<file path="src/rtl/spi_flash_writer.sv">
// spi_flash_writer: copies whole 256-byte pages from a read-only RAM into an
// SPI NOR flash. Each job sends a wake-up, then for every page an optional
// sector erase (when the page starts a 4 KiB sector), a page program and
// the busy-polling that follows each erase/program.
//
// Ports
//   clk, rst          system clock, asynchronous active-high reset
//   start             one-cycle job request, accepted only when idle
//   flash_addr        first flash address of the job (bits [7:0] ignored)
//   page_count        number of pages to write (0 completes immediately)
//   ram_address       RAM read address, ram_cs read strobe, ram_dataout data
//                     (data valid the cycle after ram_cs)
//   spi_clk/mosi/cs   SPI mode-0 master pins (spi_cs active-low), spi_miso in
//   busy              high while a job runs
//   write_complete    one-cycle pulse when a job finishes successfully
//   error             sticky status-poll timeout flag, cleared on next start
module spi_flash_writer #(
  parameter int          CLK_DIV    = 3,
  parameter logic [15:0] RAM_BASE   = 16'h8000,
  parameter int          POLL_LIMIT = 65535
) (
  input  logic        clk,
  input  logic        rst,
  input  logic        start,
  input  logic [23:0] flash_addr,
  input  logic [8:0]  page_count,
  output logic [15:0] ram_address,
  input  logic [7:0]  ram_dataout,
  output logic        ram_cs,
  output logic        spi_clk,
  output logic        spi_mosi,
  output logic        spi_cs,
  input  logic        spi_miso,
  output logic        busy,
  output logic        write_complete,
  output logic        error
);

  typedef enum logic [2:0] {IDLE, GAP, FETCH, LOAD, SHIFT, NEXT, DONE} state_t;
  typedef enum logic [2:0] {C_WAKE, C_WREN_E, C_ERASE, C_POLL_E,
                            C_WREN_P, C_PROG, C_POLL_P} cmd_t;

  state_t      state, state_next;
  cmd_t        cmd;
  logic [8:0]  byte_idx;     // byte position inside the current command
  logic [2:0]  bit_cnt;
  logic [8:0]  div_cnt;      // spi_clk half-period and chip-select gap timer
  logic [16:0] poll_cnt;     // status bytes already read in this poll
  logic [15:0] page;         // flash_addr[23:8] of the page being written
  logic [8:0]  pages_left;
  logic [6:0]  sh;           // bits of the current byte not yet on mosi
  logic        last_bit;     // most recent miso sample (status bit0 at byte end)
  logic [7:0]  tx;

  logic is_poll, half_tick, gap_tick, byte_end, cmd_end, timeout, data_byte, data_next;
  logic unused_ok;

  assign unused_ok = ^flash_addr[7:0];

  function automatic logic [7:0] opcode(input cmd_t c);
    case (c)
      C_WAKE:             return 8'hAB;
      C_WREN_E, C_WREN_P: return 8'h06;
      C_ERASE:            return 8'h20;
      C_PROG:             return 8'h02;
      default:            return 8'h05;
    endcase
  endfunction

  function automatic cmd_t cmd_after(input cmd_t c, input logic aligned);
    case (c)
      C_WAKE:   return aligned ? C_WREN_E : C_WREN_P;
      C_WREN_E: return C_ERASE;
      C_ERASE:  return C_POLL_E;
      C_POLL_E: return C_WREN_P;
      C_WREN_P: return C_PROG;
      default:  return C_POLL_P;
    endcase
  endfunction

  assign is_poll   = (cmd == C_POLL_E) || (cmd == C_POLL_P);
  assign half_tick = (div_cnt == 9'(CLK_DIV - 1));
  assign gap_tick  = (div_cnt == 9'(2 * CLK_DIV - 1));
  // the byte ends on the falling spi_clk edge that follows its eighth rise
  assign byte_end  = (state == SHIFT) && half_tick && spi_clk && (bit_cnt == 3'd7);
  assign timeout   = is_poll && (byte_idx != 9'd0) && last_bit &&
                     (poll_cnt == 17'(POLL_LIMIT - 1));
  assign data_byte = (cmd == C_PROG) && (byte_idx >= 9'd4);
  assign data_next = (cmd == C_PROG) && (byte_idx >= 9'd3);

  always_comb begin
    cmd_end = 1'b0;
    case (cmd)
      C_ERASE: cmd_end = (byte_idx == 9'd3);
      C_PROG:  cmd_end = (byte_idx == 9'd259);
      C_POLL_E, C_POLL_P: cmd_end = (byte_idx != 9'd0) && !last_bit;
      default: cmd_end = 1'b1;
    endcase
  end

  always_comb begin
    tx = 8'h00;
    if (byte_idx == 9'd0)      tx = opcode(cmd);
    else if (is_poll)          tx = 8'h00;
    else if (data_byte)        tx = ram_dataout;
    else if (byte_idx == 9'd1) tx = page[15:8];
    else if (byte_idx == 9'd2) tx = page[7:0];
  end

  assign busy           = (state != IDLE) && (state != DONE);
  assign write_complete = (state == DONE);
  assign ram_cs         = (state == FETCH);

  always_ff @(posedge clk or posedge rst) begin
    if (rst) state <= IDLE;
    else     state <= state_next;
  end

  always_comb begin
    state_next = state;
    case (state)
      IDLE:  if (start) state_next = (page_count == 9'd0) ? DONE : LOAD;
      GAP:   if (gap_tick) state_next = LOAD;
      FETCH: state_next = LOAD;
      LOAD:  state_next = SHIFT;
      SHIFT: if (byte_end) begin
               if (timeout)              state_next = IDLE;
               else if (cmd_end)         state_next = (cmd == C_POLL_P) ? NEXT : GAP;
               else                      state_next = data_next ? FETCH : LOAD;
             end
      NEXT:  state_next = (pages_left == 9'd1) ? DONE : GAP;
      DONE:  state_next = IDLE;
      default: state_next = IDLE;
    endcase
  end

  // control and pin registers
  always_ff @(posedge clk or posedge rst) begin
    if (rst) begin
      spi_cs      <= 1'b1;
      spi_clk     <= 1'b0;
      spi_mosi    <= 1'b0;
      ram_address <= RAM_BASE;
      error       <= 1'b0;
      cmd         <= C_WAKE;
      byte_idx    <= 9'd0;
      bit_cnt     <= 3'd0;
      div_cnt     <= 9'd0;
      poll_cnt    <= 17'd0;
    end else begin
      case (state)
        IDLE: if (start) begin
          error       <= 1'b0;
          cmd         <= C_WAKE;
          byte_idx    <= 9'd0;
          poll_cnt    <= 17'd0;
          ram_address <= RAM_BASE;
        end
        GAP: div_cnt <= gap_tick ? 9'd0 : div_cnt + 9'd1;
        LOAD: begin
          spi_cs   <= 1'b0;
          spi_clk  <= 1'b0;
          spi_mosi <= tx[7];
          bit_cnt  <= 3'd0;
          div_cnt  <= 9'd0;
          if (data_byte) ram_address <= ram_address + 16'd1;
        end
        SHIFT: begin
          if (half_tick) begin
            div_cnt <= 9'd0;
            spi_clk <= ~spi_clk;
            if (spi_clk && (bit_cnt != 3'd7)) begin
              bit_cnt  <= bit_cnt + 3'd1;
              spi_mosi <= sh[6];
            end
          end else begin
            div_cnt <= div_cnt + 9'd1;
          end
          if (byte_end) begin
            if (is_poll && (byte_idx != 9'd0)) poll_cnt <= poll_cnt + 17'd1;
            if (cmd_end || timeout) begin
              spi_cs   <= 1'b1;
              byte_idx <= 9'd0;
              poll_cnt <= 17'd0;
              if (timeout) error <= 1'b1;
              if (cmd_end && (cmd != C_POLL_P)) cmd <= cmd_after(cmd, page[3:0] == 4'h0);
            end else begin
              // status reads repeat at index 1 so the counter cannot overflow
              byte_idx <= is_poll ? 9'd1 : byte_idx + 9'd1;
            end
          end
        end
        NEXT: begin
          cmd     <= (page[3:0] == 4'hF) ? C_WREN_E : C_WREN_P;
          div_cnt <= 9'd0;
        end
        default: ;
      endcase
    end
  end

  // data registers
  always_ff @(posedge clk) begin
    case (state)
      IDLE: if (start) begin
        page       <= flash_addr[23:8];
        pages_left <= page_count;
      end
      LOAD: sh <= tx[6:0];
      SHIFT: if (half_tick) begin
        if (!spi_clk)                last_bit <= spi_miso;
        else if (bit_cnt != 3'd7)    sh <= {sh[5:0], 1'b0};
      end
      NEXT: begin
        page       <= page + 16'd1;
        pages_left <= pages_left - 9'd1;
      end
      default: ;
    endcase
  end

endmodule

</file>
<file path="config.mk">
export PLATFORM = sky130hd
export DESIGN_NAME = spi_flash_writer
export DESIGN_NICKNAME = d
export VERILOG_FILES = /design/src/rtl/spi_flash_writer.sv
export SDC_FILE = /design/constraint.sdc
export NUM_CORES = 1
export LEC_CHECK = 0
export ABC_CLOCK_PERIOD_IN_PS = 8450
export BUFFER_PORTS_ARGS = -buffer_cell sky130_fd_sc_hd__buf_2
export CAP_MARGIN = 20
export CELL_PAD_IN_SITES_DETAIL_PLACEMENT = 2
export CELL_PAD_IN_SITES_GLOBAL_PLACEMENT = 2
export CORE_UTILIZATION = 39
export CTS_CLUSTER_DIAMETER = 50
export DETAILED_ROUTE_END_ITERATION = 16
export PLACE_DENSITY = 0.82
export SLEW_MARGIN = 5
export SYNTH_ARGS = -nofsm -noshare
export SYNTH_HDL_FRONTEND = slang
export SYNTH_SLANG_ARGS = --single-unit
</file>
<file path="constraint.sdc">
create_clock -name clk -period 8.45 [get_ports clk]
set_input_delay 1.2675 -clock clk [delete_from_list [all_inputs] [get_ports clk]]
set_output_delay 1.2675 -clock clk [all_outputs]
set_load 0.01 [all_outputs]
</file>
-- Word-level counts from Yosys, hierarchy flattened
Index checks and enable logic that the tools add are counted.
Widths: inputs -> output; s select.
- word-level logic and storage cells: 170
- flip-flop bits (word level): 97
- output and inout port bits: 23
- bitwise gates (word level): 1
- magnitude comparators: 2
- reduce and logical (&&, ||, !) cells: 43
- equal/unequal tests: 37
- add/sub/neg operators: 7
- multiplexer cells: 65
- operator list (cell ; count):
    $mux 17 ; 4
    $pmux 16 s2 ; 2
    $mux 9 ; 7
    $mux 16 ; 3
    $mux 3 ; 16
    $mux 8 ; 5
    $pmux 9 s2 ; 2
    $pmux 17 s2 ; 1
    $add 16x1->16 const B ; 2
    $pmux 8 s4 ; 1
    $eq 9x2->1 const B ; 3
    $pmux 9 s3 ; 1
    $eq 3x3->1 const B ; 7
    $mux 7 ; 3
    $add 9x1->9 const B ; 2
    $eq 9x1->1 const B ; 2
    $logic_not 9->1 ; 2
    $pmux 3 s6 ; 1
    $reduce_and 3->1 ; 6
    $add 17x1->17 const B ; 1
    $eq 17x16->1 const B ; 1
    $pmux 3 s5 ; 1
    $ne 2x2->1 const B ; 7
    $pmux 7 s2 ; 1
    30 further kinds ; 74

-- Depth between registers and ports, before layout
Gate-level depths: netlist (run 1).
- word-level depth: 9
- mapped depth: 10
- gate-level depth less buffers: 8

-- Worst setup path before layout (run 1)
No wires, ideal clock.
- path type: input -> register
- start: input port start
- end: register page[0], enable pin
- setup time: 415 ps
- required time: 8035 ps
- buffers on the path: 0
- stages on the path: 2
- arrival time: 2585 ps
- setup slack: 5450 ps
- cell sequence: nand2_1 a21oi_1
- cells in the longest elaborated chain, start to end: 2
- ends and longest elaborated chain (item ; line ; RTL):
    from (decl) ; 24 ; input logic start,
    $ne 2x2->1 (no line) ; - ;
    $reduce_and 2->1 (no line) ; - ;
    to (signal assigned) ; 206 ; page <= flash_addr[23:8];
    to (signal assigned) ; 215 ; page <= page + 16'd1;
    to (decl) ; 49 ; logic [15:0] page;
No other way between the ends.
A chain may end at the register's enable or synchronous reset.

-- Worst setup path in the final report (run 1)
- start: register state[2]
- end: register poll_cnt[1]
- cells in the longest elaborated chain, start to end: 6
- ends and longest elaborated chain (item ; line ; RTL):
    from (decl) ; 43 ; state_t state, state_next;
    from (signal assigned) ; 116 ; else state <= state_next;
    $eq 3x3->1 ; 85, 151 ;
    $logic_and 1x1->1 (3 in a row) ; 85 ; assign byte_end = (state == SHIFT) && half_tick && spi_clk && (bit_cnt == 3'd7);
    $ne 2x2->1 (no line) ; - ;
    $reduce_and 4->1 (no line) ; - ;
    to (signal assigned) ; 180 ; if (is_poll && (byte_idx != 9'd0)) poll_cnt <= poll_cnt + 17'd1;
    to (decl) ; 48 ; logic [16:0] poll_cnt;
Several ways; a longest one is shown, not always the timed one.

==> summary.md, run 1 <==
| Metric | Value |
|---|---|
| Most common library cell in the layout ignoring fill and taps | nand2_1 |
| Worst-path clk slew | 0.07 ns |
| # setup viols final | 0 |
| Worst setup startpoint | state[2] |
| First-pass GRT wire length | 27.6 mm |
| Fill cells | 1,608 |
| Peak VDD IR | 0.0851 mV |
| GP Congestion | 0.768 |
| Synthesized Nets | 695 |
| Max clock buf depth | 2 |
| Slew Limit Fails | 0 |
| Max-cap violations | 0 |
| Register area share after synthesis | 44.8% |
| Hold path start | bit_cnt[0] |
| Initial antenna violation count | 0 |
| Worst Hold Class | flip-flop to flip-flop |
| FF-to-FF path depth | 7 |
| Vias | 4,953 |
| Detailed-router iteration count before antenna repair | 4 |
| Nets | 741 |
| CTS Buf Count | 9 |
| RSZ-0062 raised after global routing | no |
| CP cell instances | nor3b_1, buf_4, o21ai_0, a21oi_1, o21ai_2, and2_0, a211oi_1 |
| Multi-input combinational cell area | 3020 um^2 |
| CTS Hold Bufs | 0 |
| Worst slew pin tran | 1.00 ns |
| Area leader, netlist | dfrtp_1 |
| RR Startpoint | state[2] |
| Post-CTS Setup Bufs | 0 |
| # diodes | 0 |
| Vias per cell | 5.70 |
| Yosys cell types | 67 |
| Bufs and invs on worst path | 1 |
| CORE AREA | 14,500 um^2 |
| Number of placement rows | 44 |
| Critical path class | flip-flop to flip-flop |
| EDFF count, synth | 33 |
| Startpoint Class | flip-flop |
| Post-Route Utilization | 45.1% |
| WL/cell | 19.2 um |
| Clock root cell | clkbuf_16 |
| Power density over the cells | 147 nW/um^2 |
| CP required | 8.70 ns |
| Setup TNS | 0 ns |
| Tcrit/Tclk final | 36.6% |
| Most frequent cells in the layout | nand2_1, nor2_1, dfrtp_1 |
| Fraction of layout cells with a size suffix above 1 | 14.0% |
| Top delay family on crit path | compound AO/OA/AOI/OAI gates |
| Finished Layout Cells | 869 |
| Slowest cell on crit path | dfrtp_1 |
| Vias in the first global route | 5,410 |
| I/O pins | 68 |
| Post-Route WL | 16.7 mm |
| CTS sink cnt | 97 |
| Status | complete, no violations |
| Reg2reg setup slack | 5.36 ns |
| Critical Path AT | 3.34 ns |
| Min cycle time layout | 3.09 ns |
| Total power | 961 uW |
| Die width | 124 um |
| Total GRT Usage | 23.4% |
| Average size of a mapped cell | 9.14 um^2 |
| Post-synth top area share | 26.8% |
| Largest net degree at the start of global routing | 65 |
| Clock skew | 0.00661 ns |
| Max FO, Critical Path | 21 |
| DR DRC count | 0 |
| Final global-route overflow total | 0 |
| Area Growth Syn to Fin | 13.1% |
| Post-Syn Area | 5790 um^2 |
| Final hold viol count | 0 |
| Placed cells | 853 |
| Die Ht | 124 um |
| Fmax | 324 MHz |
| Register area | 2590 um^2 |
| Worst path max stage delay | 0.74 ns |
| Crit path to | poll_cnt[1] |
| Synthesized flop and latch total | 97 |
| Cells after synthesis | 634 |
| Main synth FF type | dfrtp_1 |
| Post-synth ARST share | 66.0% |
| DRT iter0 DRCs | 219 |
| Levels on crit path | 7 |
| Top cells by area, synth | dfrtp_1, edfxtp_1, nand2_1 |
| CTS tree | yes |
| Clock Latency Late Sink | 0.35 ns |
| Port-buffer cells | 59 |
| Pleak | 0.00275 uW |
| H-tree depth | 3 |
| PostCTS Resize Cnt | 0 |
| Initial Utilization | 39.9% |
| Final hold slack | 0.507 ns |
| Reg-to-reg critical path endpoint | poll_cnt[1] |
| DP Wirelength | 11.9 mm |
| Slew headroom | 32.7% |
| Warnings, synthesis | 0 |
| Final antenna-violating net count | 0 |
| Die ar. | 15,300 um^2 |
| Crit end category | flip-flop |
synthesized netlist by cell type, types with 3 or more instances:
cell and number:
and3_1 13, clkbuf_1 21, o21ai_0 47, and2_1 6, nor4_1 3, mux2_2 4
nor3b_1 3, xor2_1 32, nand4_1 13, o41ai_1 3, nand3_1 42, dfrtp_1 62
nor2b_1 4, nor2_1 66, nand3b_1 5, o31ai_1 4, a32oi_1 4, inv_1 18
or3_1 6, xnor2_1 22, edfxtp_1 33, o22a_1 4, nand2_1 82, nand2b_1 3
buf_2 7, o21a_1 3, and4b_1 3, a21oi_1 24, a211oi_1 7, a31oi_1 3
nor3_1 9, a21o_1 4, and4_1 6, ha_1 16, o22ai_1 3, a22oi_1 7
state kept, by name, indices dropped and copies added, names as in the netlist:
name	count
poll_cnt	17
page	16
ram_address	16
byte_idx	9
div_cnt	9
pages_left	9
sh	7
bit_cnt	3
cmd	3
state	3
error	1
last_bit	1
spi_clk	1
spi_cs	1
spi_mosi	1
per-stage QoR:
step                      instance area (um^2)  worst slack, ns
after floorplan                           5790             5.45
after global placement                    6240             5.32
after detailed placement                  6240             5.25
after CTS                                 6550             5.36
after global routing                      6550             5.04
final                                     6550             5.36
cell families (layout without fill, tap and decap cells):
| group | after synthesis | after routing | share of synthesized area, % |
|---|---|---|---|
| flip-flops | 97 | 97 | 44.8 |
| AO/OA/AOI/OAI | 138 | 138 | 15.6 |
| adder cells (fa/ha/maj) | 16 | 16 | 3.45 |
| multiplexers | 4 | 4 | 0.777 |
| XOR/XNOR | 54 | 54 | 8.16 |
| AND/OR/NAND/NOR | 278 | 278 | 24.0 |
| buffers and inverters | 47 | 98 | 3.20 |
final cells by class:
type	instances	share of cell area, %
Clock buffer	14	4.20
Clock inverter	2	0.535
Inverter	18	1.03
Multi-Input combinational cell	490	46.0
Sequential cell	97	39.6
Tap cell	184	3.51
Timing Repair Buffer	64	5.08
power by group:
part           internal (uW)  switching [uW]  total, uW
clock                    256             183        438
combinational           12.7            20.0       32.7
sequential               487            2.32        490
layer usage:
| layer | GRT usage, % | up-vias | share of wire (%) |
|---|---|---|---|
| met1 | 29.1 | 2511 | 45 |
| met5 | 0 | - | 0 |
| met2 | 41.6 | 54 | 51 |
| met4 | 8.41 | 0 | 1.2 |
| li1 | - | 2377 | - |
| met3 | 2.93 | 11 | 1.9 |
how the worst min path moves through the flow:
stage / endpoint / slack [ns] / cells past startpoint
floorplan: bit_cnt[0] / 0.47 / 1
global placement: bit_cnt[0] / 0.49 / 1
detailed placement: bit_cnt[0] / 0.50 / 1
CTS: bit_cnt[0] / 0.52 / 1
global route: bit_cnt[0] / 0.55 / 1
finish: bit_cnt[0] / 0.51 / 1
No activity file was read; power rests on OpenSTA's default activity.
==> run 2: changes to the inputs <==
--- a/config.mk
+++ b/config.mk
@@ -5,15 +5,16 @@
 export SDC_FILE = /design/constraint.sdc
 export NUM_CORES = 1
 export LEC_CHECK = 0
-export ABC_CLOCK_PERIOD_IN_PS = 8450
+export ABC_AREA = 1
+export ABC_CLOCK_PERIOD_IN_PS = 3100
 export BUFFER_PORTS_ARGS = -buffer_cell sky130_fd_sc_hd__buf_2
 export CAP_MARGIN = 20
 export CELL_PAD_IN_SITES_DETAIL_PLACEMENT = 2
 export CELL_PAD_IN_SITES_GLOBAL_PLACEMENT = 2
-export CORE_UTILIZATION = 39
+export CORE_UTILIZATION = 34
 export CTS_CLUSTER_DIAMETER = 50
 export DETAILED_ROUTE_END_ITERATION = 16
-export PLACE_DENSITY = 0.82
+export PLACE_DENSITY = 0.77
 export SLEW_MARGIN = 5
 export SYNTH_ARGS = -nofsm -noshare
 export SYNTH_HDL_FRONTEND = slang
==> constraint.sdc (replaced) <==
create_clock -name clk -period 3.1 [get_ports clk]
set_input_delay 0.465 -clock clk [delete_from_list [all_inputs] [get_ports clk]]
set_output_delay 0.465 -clock clk [all_outputs]
set_load 0.01 [all_outputs]
==> run 2 against run 1 <==
  * Clock power rose to 2.7 times the previous value
  * Sequential power rose to 2.7 times the previous value
  * Hold slack got worse by 0.36 ns
  * Synthesized area rose by 13%
  * Global-route usage fell by 1.8 points
  * Register-to-register slack got worse by 4.7 ns
  * Combinational power rose by 93%
  * Cell count rose by 38%
  * First-iteration DRC count fell by 32%
  * Critical endpoint is now poll_cnt[16]
  * Largest cell class unchanged
==> summary.md, run 2 <==
| Metric | Value |
|---|---|
| Pleak | 0.00343 uW |
| Detailed-router iteration count before antenna repair | 4 |
| Crit end category | flip-flop |
| Fill cells | 2,266 |
| Die width | 141 um |
| Worst slew pin tran | 0.586 ns |
| Average size of a mapped cell | 7.29 um^2 |
| Setup TNS | 0 ns |
| Tcrit/Tclk final | 78.3% |
| Multi-input combinational cell area | 3350 um^2 |
| Total GRT Usage | 21.7% |
| Slew headroom | 60.7% |
| Vias per cell | 5.15 |
| Worst Hold Class | primary input to asynchronous set/reset pin |
| Post-synth top area share | 23.8% |
| Post-CTS Setup Bufs | 0 |
| Final global-route overflow total | 0 |
| CTS sink cnt | 97 |
| Vias | 6,159 |
| Multiplexer share of the synthesized area | 0% |
| Post-synth ARST share | 66.0% |
| Power Internal | 2020 uW |
| Power share of the combinational group | 2.4% |
| Yosys cell types | 43 |
| Top cell types by occurrence after synthesis | nand2_1, inv_1, nor2_1, o21ai_0, dfrtp_1 |
| Max-cap violations | 0 |
| CTS Buf Count | 9 |
| Critical path class | flip-flop to flip-flop |
| Total power | 2580 uW |
| I/O pins | 68 |
| CP required | 3.35 ns |
| Initial antenna violation count | 0 |
| Switch Pwr | 564 uW |
| Post-Route WL | 20.1 mm |
| Clock Power Share | 46.3% |
| Startpoint Class | flip-flop |
| WL/cell | 16.8 um |
| Compound-cell area share of the yosys netlist | 11.4% |
| Clock skew | 0.00785 ns |
| Fmax | 412 MHz |
| Most common library cell in the layout ignoring fill and taps | nand2_1 |
| Largest regs | poll_cnt (17), page (16), ram_address (16) |
| Clock root cell | clkbuf_16 |
| H-tree depth | 3 |
| Post-Syn Area | 6530 um^2 |
| Slew Limit Fails | 0 |
| Largest net degree at the start of global routing | 44 |
| Area leader, netlist | dfrtp_1 |
| PostCTS Resize Cnt | 0 |
| Worst-path clk slew | 0.07 ns |
| CTS tree | yes |
| RSZ-0062 raised after global routing | no |
| EDFF count, synth | 33 |
| Post-Synth XOR/XNOR Area | 4.56% |
| Area Growth Syn to Fin | 13.0% |
| Largest family of logic cells by synthesized area | simple AND/OR/NAND/NOR gates |
| Port-buffer cells | 59 |
| Top cells by area, synth | dfrtp_1, edfxtp_1, nand2_1 |
| Sequential share of power | 51.2% |
| CORE AREA | 18,800 um^2 |
| Synthesized flop and latch total | 97 |
| Status | complete, no violations |
| Power density over the cells | 350 nW/um^2 |
| Initial Utilization | 34.8% |
| Synth Area in Simple Gates | 32.3% |
| Warnings, synthesis | 0 |
| Final antenna-violating net count | 0 |
| Register area | 2590 um^2 |
| CTS Hold Bufs | 0 |
| Fraction of layout cells with a size suffix above 1 | 13.2% |
| DRT iter0 DRCs | 150 |
| Clock Latency Late Sink | 0.35 ns |
| DP Wirelength | 15.4 mm |
| Cell Area, Placed | 7070 um^2 |
| First-pass GRT wire length | 34.2 mm |
| Vias in the first global route | 6,704 |
| Die Ht | 141 um |
| Register area share after synthesis | 39.8% |
| Die ar. | 19,800 um^2 |
| Switching share of power | 21.9% |
| Main synth FF type | dfrtp_1 |
| Most flops, register | poll_cnt |
| DR DRC count | 0 |
| Cell with the most instances after synthesis | nand2_1 |
| Max FO, Critical Path | 25 |
| Most frequent cells in the layout | nand2_1, inv_1, nor2_1 |
| Final hold viol count | 0 |
| Cells after synthesis | 895 |
| # setup viols final | 0 |
| # diodes | 0 |
| Nets | 1,018 |
| Max clock buf depth | 2 |
| Finished Cell Area | 7380 um^2 |
| Peak VDD IR | 0.245 mV |
| GP Congestion | 0.813 |
| Critical Path AT | 2.67 ns |
| Min cycle time layout | 2.43 ns |
| Number of placement rows | 50 |
| Max reg flops | 17 |
| Synthesized Nets | 956 |
| Synth Area in Adders | 3.07% |
## run 2: routing by layer
metal / GRT usage (%) / part of all wire (%) / vias to the layer above
met1: 28.3 / 48 / 3035
met5: 0 / 0 / -
met4: 6.18 / 1.5 / 0
met3: 2.12 / 1.6 / 20
li1: - / - / 3039
met2: 38.1 / 49 / 65
## run 2: layout make-up
| cell class | count | area share, % |
|---|---|---|
| sequential | 97 | 35.2 |
| timing repair buffer | 70 | 5.12 |
| multi-input combinational | 657 | 45.4 |
| clock buffer | 11 | 3.43 |
| clock inverter | 5 | 0.729 |
| tap | 234 | 3.97 |
| inverter | 122 | 6.21 |
## run 2: power groups by stage
stage          sequential (uW)  combinational (uW)  clock (uW)
6_report                  1320                63.2        1200
5_1_grt                   1320                73.1        1270
4_1_cts                   1320                66.2        1230
3_5_place_dp              1350                66.3           0
3_3_place_gp              1350                62.3           0
2_1_floorplan             1350                26.2           0
## run 2: worst paths after layout
path,startpoint,endpoint,slack (ns),depth (start not counted)
worst min-delay path,rst,poll_cnt[13],0.15,2
min in group clk,spi_miso,last_bit,0.33,1
worst min register to register,spi_cs,spi_cs,0.46,2
worst max register to register,state[0],poll_cnt[16],0.67,10
worst max-delay path,state[0],poll_cnt[16],0.67,10
max in group asynchronous,rst,ram_address[15],2.18,3
## run 2: through the flow
stage	hold slack, ns	cells	util, %	setup slack [ns]
finish	0.148	1196	39.3	0.673
global route	0.192	1196	39.3	0.474
CTS	0.170	1196	39.3	0.649
detailed placement	0.460	1180	37.7	0.654
global placement	0.457	1180	37.7	0.734
floorplan	0.457	895	-	1.02
## run 2: logic make-up after synthesis
family	Yosys count
and+or+nand+nor	474
AOI/OAI and AO/OA	133
adders and majority gates	16
xor gates and xnor gates	34
buffers and inverters	141
DFF	97
## run 2: worst max-delay path: stages, from the launching register on
cell and delay, ns:
dfrtp_1 0.46, nor2_4 0.19, nand2_4 0.19, inv_2 0.35
nand2_1 0.20, nand2_2 0.18, inv_2 0.16, nand2_4 0.27
inv_1 0.14, nand2_1 0.10, nand2_1 0.05
==> run 3: changes to the inputs <==
--- a/config.mk
+++ b/config.mk
@@ -6,7 +6,7 @@
 export NUM_CORES = 1
 export LEC_CHECK = 0
 export ABC_AREA = 1
-export ABC_CLOCK_PERIOD_IN_PS = 3100
+export ABC_CLOCK_PERIOD_IN_PS = 2500
 export BUFFER_PORTS_ARGS = -buffer_cell sky130_fd_sc_hd__buf_2
 export CAP_MARGIN = 20
 export CELL_PAD_IN_SITES_DETAIL_PLACEMENT = 2
==> constraint.sdc (replaced) <==
create_clock -name clk -period 2.5 [get_ports clk]
set_input_delay 0.375 -clock clk [delete_from_list [all_inputs] [get_ports clk]]
set_output_delay 0.375 -clock clk [all_outputs]
set_load 0.01 [all_outputs]
==> run 3 against run 2 <==
  * Critical path depth decreased by 1
  * Die area unchanged
  * Critical endpoint is now ram_address[0]
  * Clock power increased by 28%
  * Clock skew about the same
  * Register-to-register slack got worse by 0.33 ns
  * Sequential share of layout area decreased by 0.30 points
==> summary.md, run 3 (synthesis gave the netlist of run 2 again) <==
| Metric | Value |
|---|---|
| DR DRC count | 0 |
| Min cycle time layout | 2.16 ns |
| # diodes | 0 |
| DRT iter0 DRCs | 251 |
| Post-Route WL | 19.7 mm |
| CORE AREA | 18,800 um^2 |
| Peak VDD IR | 0.299 mV |
| Port-buffer cells | 59 |
| DP Wirelength | 15.1 mm |
| Cell Area, Placed | 7120 um^2 |
| Largest regs | poll_cnt (17), page (16), ram_address (16) |
| Finished Cell Area | 7440 um^2 |
| Max FO, Critical Path | 11 |
| Status | complete, no violations |
| # setup viols final | 0 |
| Most flops, register | poll_cnt |
| Fraction of layout cells with a size suffix above 1 | 13.5% |
| Final hold slack | 0.114 ns |
| Die width | 141 um |
| Clock root cell | clkbuf_16 |
| CTS Hold Bufs | 0 |
| Slowest cell on crit path | dfrtp_1 |
| Vias in the first global route | 6,606 |
| Final antenna-violating net count | 0 |
| Area Growth Syn to Fin | 14.0% |
| Total GRT Usage | 21.3% |
| CP required | 2.77 ns |
| Power density over the cells | 437 nW/um^2 |
| Vias per cell | 5.10 |
| Slew headroom | 56.4% |
| Most frequent cells in the layout | nand2_1, inv_1, nor2_1 |
| CTS tree | yes |
| Slew Limit Fails | 0 |
| Largest net degree at the start of global routing | 44 |
| Clock skew | 0.00807 ns |
| Critical path class | flip-flop to flip-flop |
| Crit end category | flip-flop |
| Tcrit/Tclk final | 86.2% |
| Worst slew pin tran | 0.654 ns |
| Worst-path clk slew | 0.07 ns |
| Nets | 1,023 |
| Post-CTS Setup Bufs | 0 |
| Most common library cell in the layout ignoring fill and taps | nand2_1 |
| Max clock buf depth | 2 |
| Fmax | 464 MHz |
| Die Ht | 141 um |
| Startpoint Class | flip-flop |
| Multi-input combinational cell area | 3350 um^2 |
| Critical Path AT | 2.42 ns |
| Detailed-router iteration count before antenna repair | 4 |
| CP cell instances | nor2_1, nand3_2, nor2_4, nor2_4, nand2_2, nand2_1, inv_1, nor2_1, a21oi_1 |
| Worst path max stage delay | 0.40 ns |
| I/O pins | 68 |
| Final global-route overflow total | 0 |
| Clock Latency Late Sink | 0.36 ns |
| CTS sink cnt | 97 |
| H-tree depth | 3 |
| Register area | 2590 um^2 |
| PostCTS Resize Cnt | 0 |
| Post-Route Utilization | 39.6% |
| Initial antenna violation count | 0 |
| GP Congestion | 0.828 |
| Worst Hold Class | primary input to asynchronous set/reset pin |
| Fill cells | 2,243 |
| Initial Utilization | 34.8% |
| CTS Buf Count | 9 |
| Final hold viol count | 0 |
| Vias | 6,128 |
| WL/cell | 16.4 um |
| Die ar. | 19,800 um^2 |
| Number of placement rows | 50 |
| Setup TNS | 0 ns |
| First-pass GRT wire length | 33.5 mm |
| Pleak | 0.00345 uW |
| RSZ-0062 raised after global routing | no |
| Max-cap violations | 0 |
| Max reg flops | 17 |
-- run 3: cell types whose count changed in the layout (fill, tap and decap cells not counted), sizes merged --
cell      change
bufinv        +1
buf           +5
clkbuf        -2
inv           +1
clkinvlp      +1
clkinv        -1
-- run 3: layout make-up --
class,count,area share [%]
clock inverters,7,1.26
flip-flops and latches,97,34.9
clock buffers,9,3.03
well taps,234,3.93
repair buffers,75,5.75
multi-input cells,657,45.0
inverters,122,6.15
-- run 3: layer usage --
metal / part of all wire, % / vias to the layer above / global-route usage (%)
li1: - / 3046 / -
met1: 48 / 3008 / 27.4
met2: 49 / 63 / 38.3
met3: 2.2 / 11 / 2.60
met4: 0.93 / 0 / 4.58
met5: 0 / - / 0
-- run 3: final timing paths --
kind	startpoint	to	slack, ns	cells after the start
hold / removal	rst	div_cnt[5]	0.11	2
max in group asynchronous	rst	ram_address[15]	1.64	3
min in group clk	spi_miso	last_bit	0.23	1
hold reg to reg	spi_cs	spi_cs	0.46	2
setup / recovery	byte_idx[6]	ram_address[0]	0.34	9
setup reg to reg	byte_idx[6]	ram_address[0]	0.34	9
-- run 3: stage by stage --
| stage | setup slack [ns] | std cells | power (uW) |
|---|---|---|---|
| finish | 0.345 | 1201 | 3250 |
| global route | 0.133 | 1201 | 3370 |
| CTS | 0.292 | 1201 | 3310 |
| floorplan | 0.423 | 895 | 1710 |
| detailed placement | 0.348 | 1185 | 1760 |
| global placement | 0.438 | 1185 | 1750 |
-- run 3: where the power goes --
part / total [uW] / switching, uW / internal, uW
registers: 1640 / 0 / 1640
logic: 79.1 / 45.3 / 33.8
clock network: 1530 / 655 / 878
total: 3250 / 701 / 2550
-- run 3: critical path, delay by kind of cell, from the launching register on --
kind / cells / cell delay [ns]
AND/OR/NAND/NOR: 7 / 1.22
flip-flops: 1 / 0.40
buffers and inverters: 1 / 0.30
AO/OA/AOI/OAI: 1 / 0.14
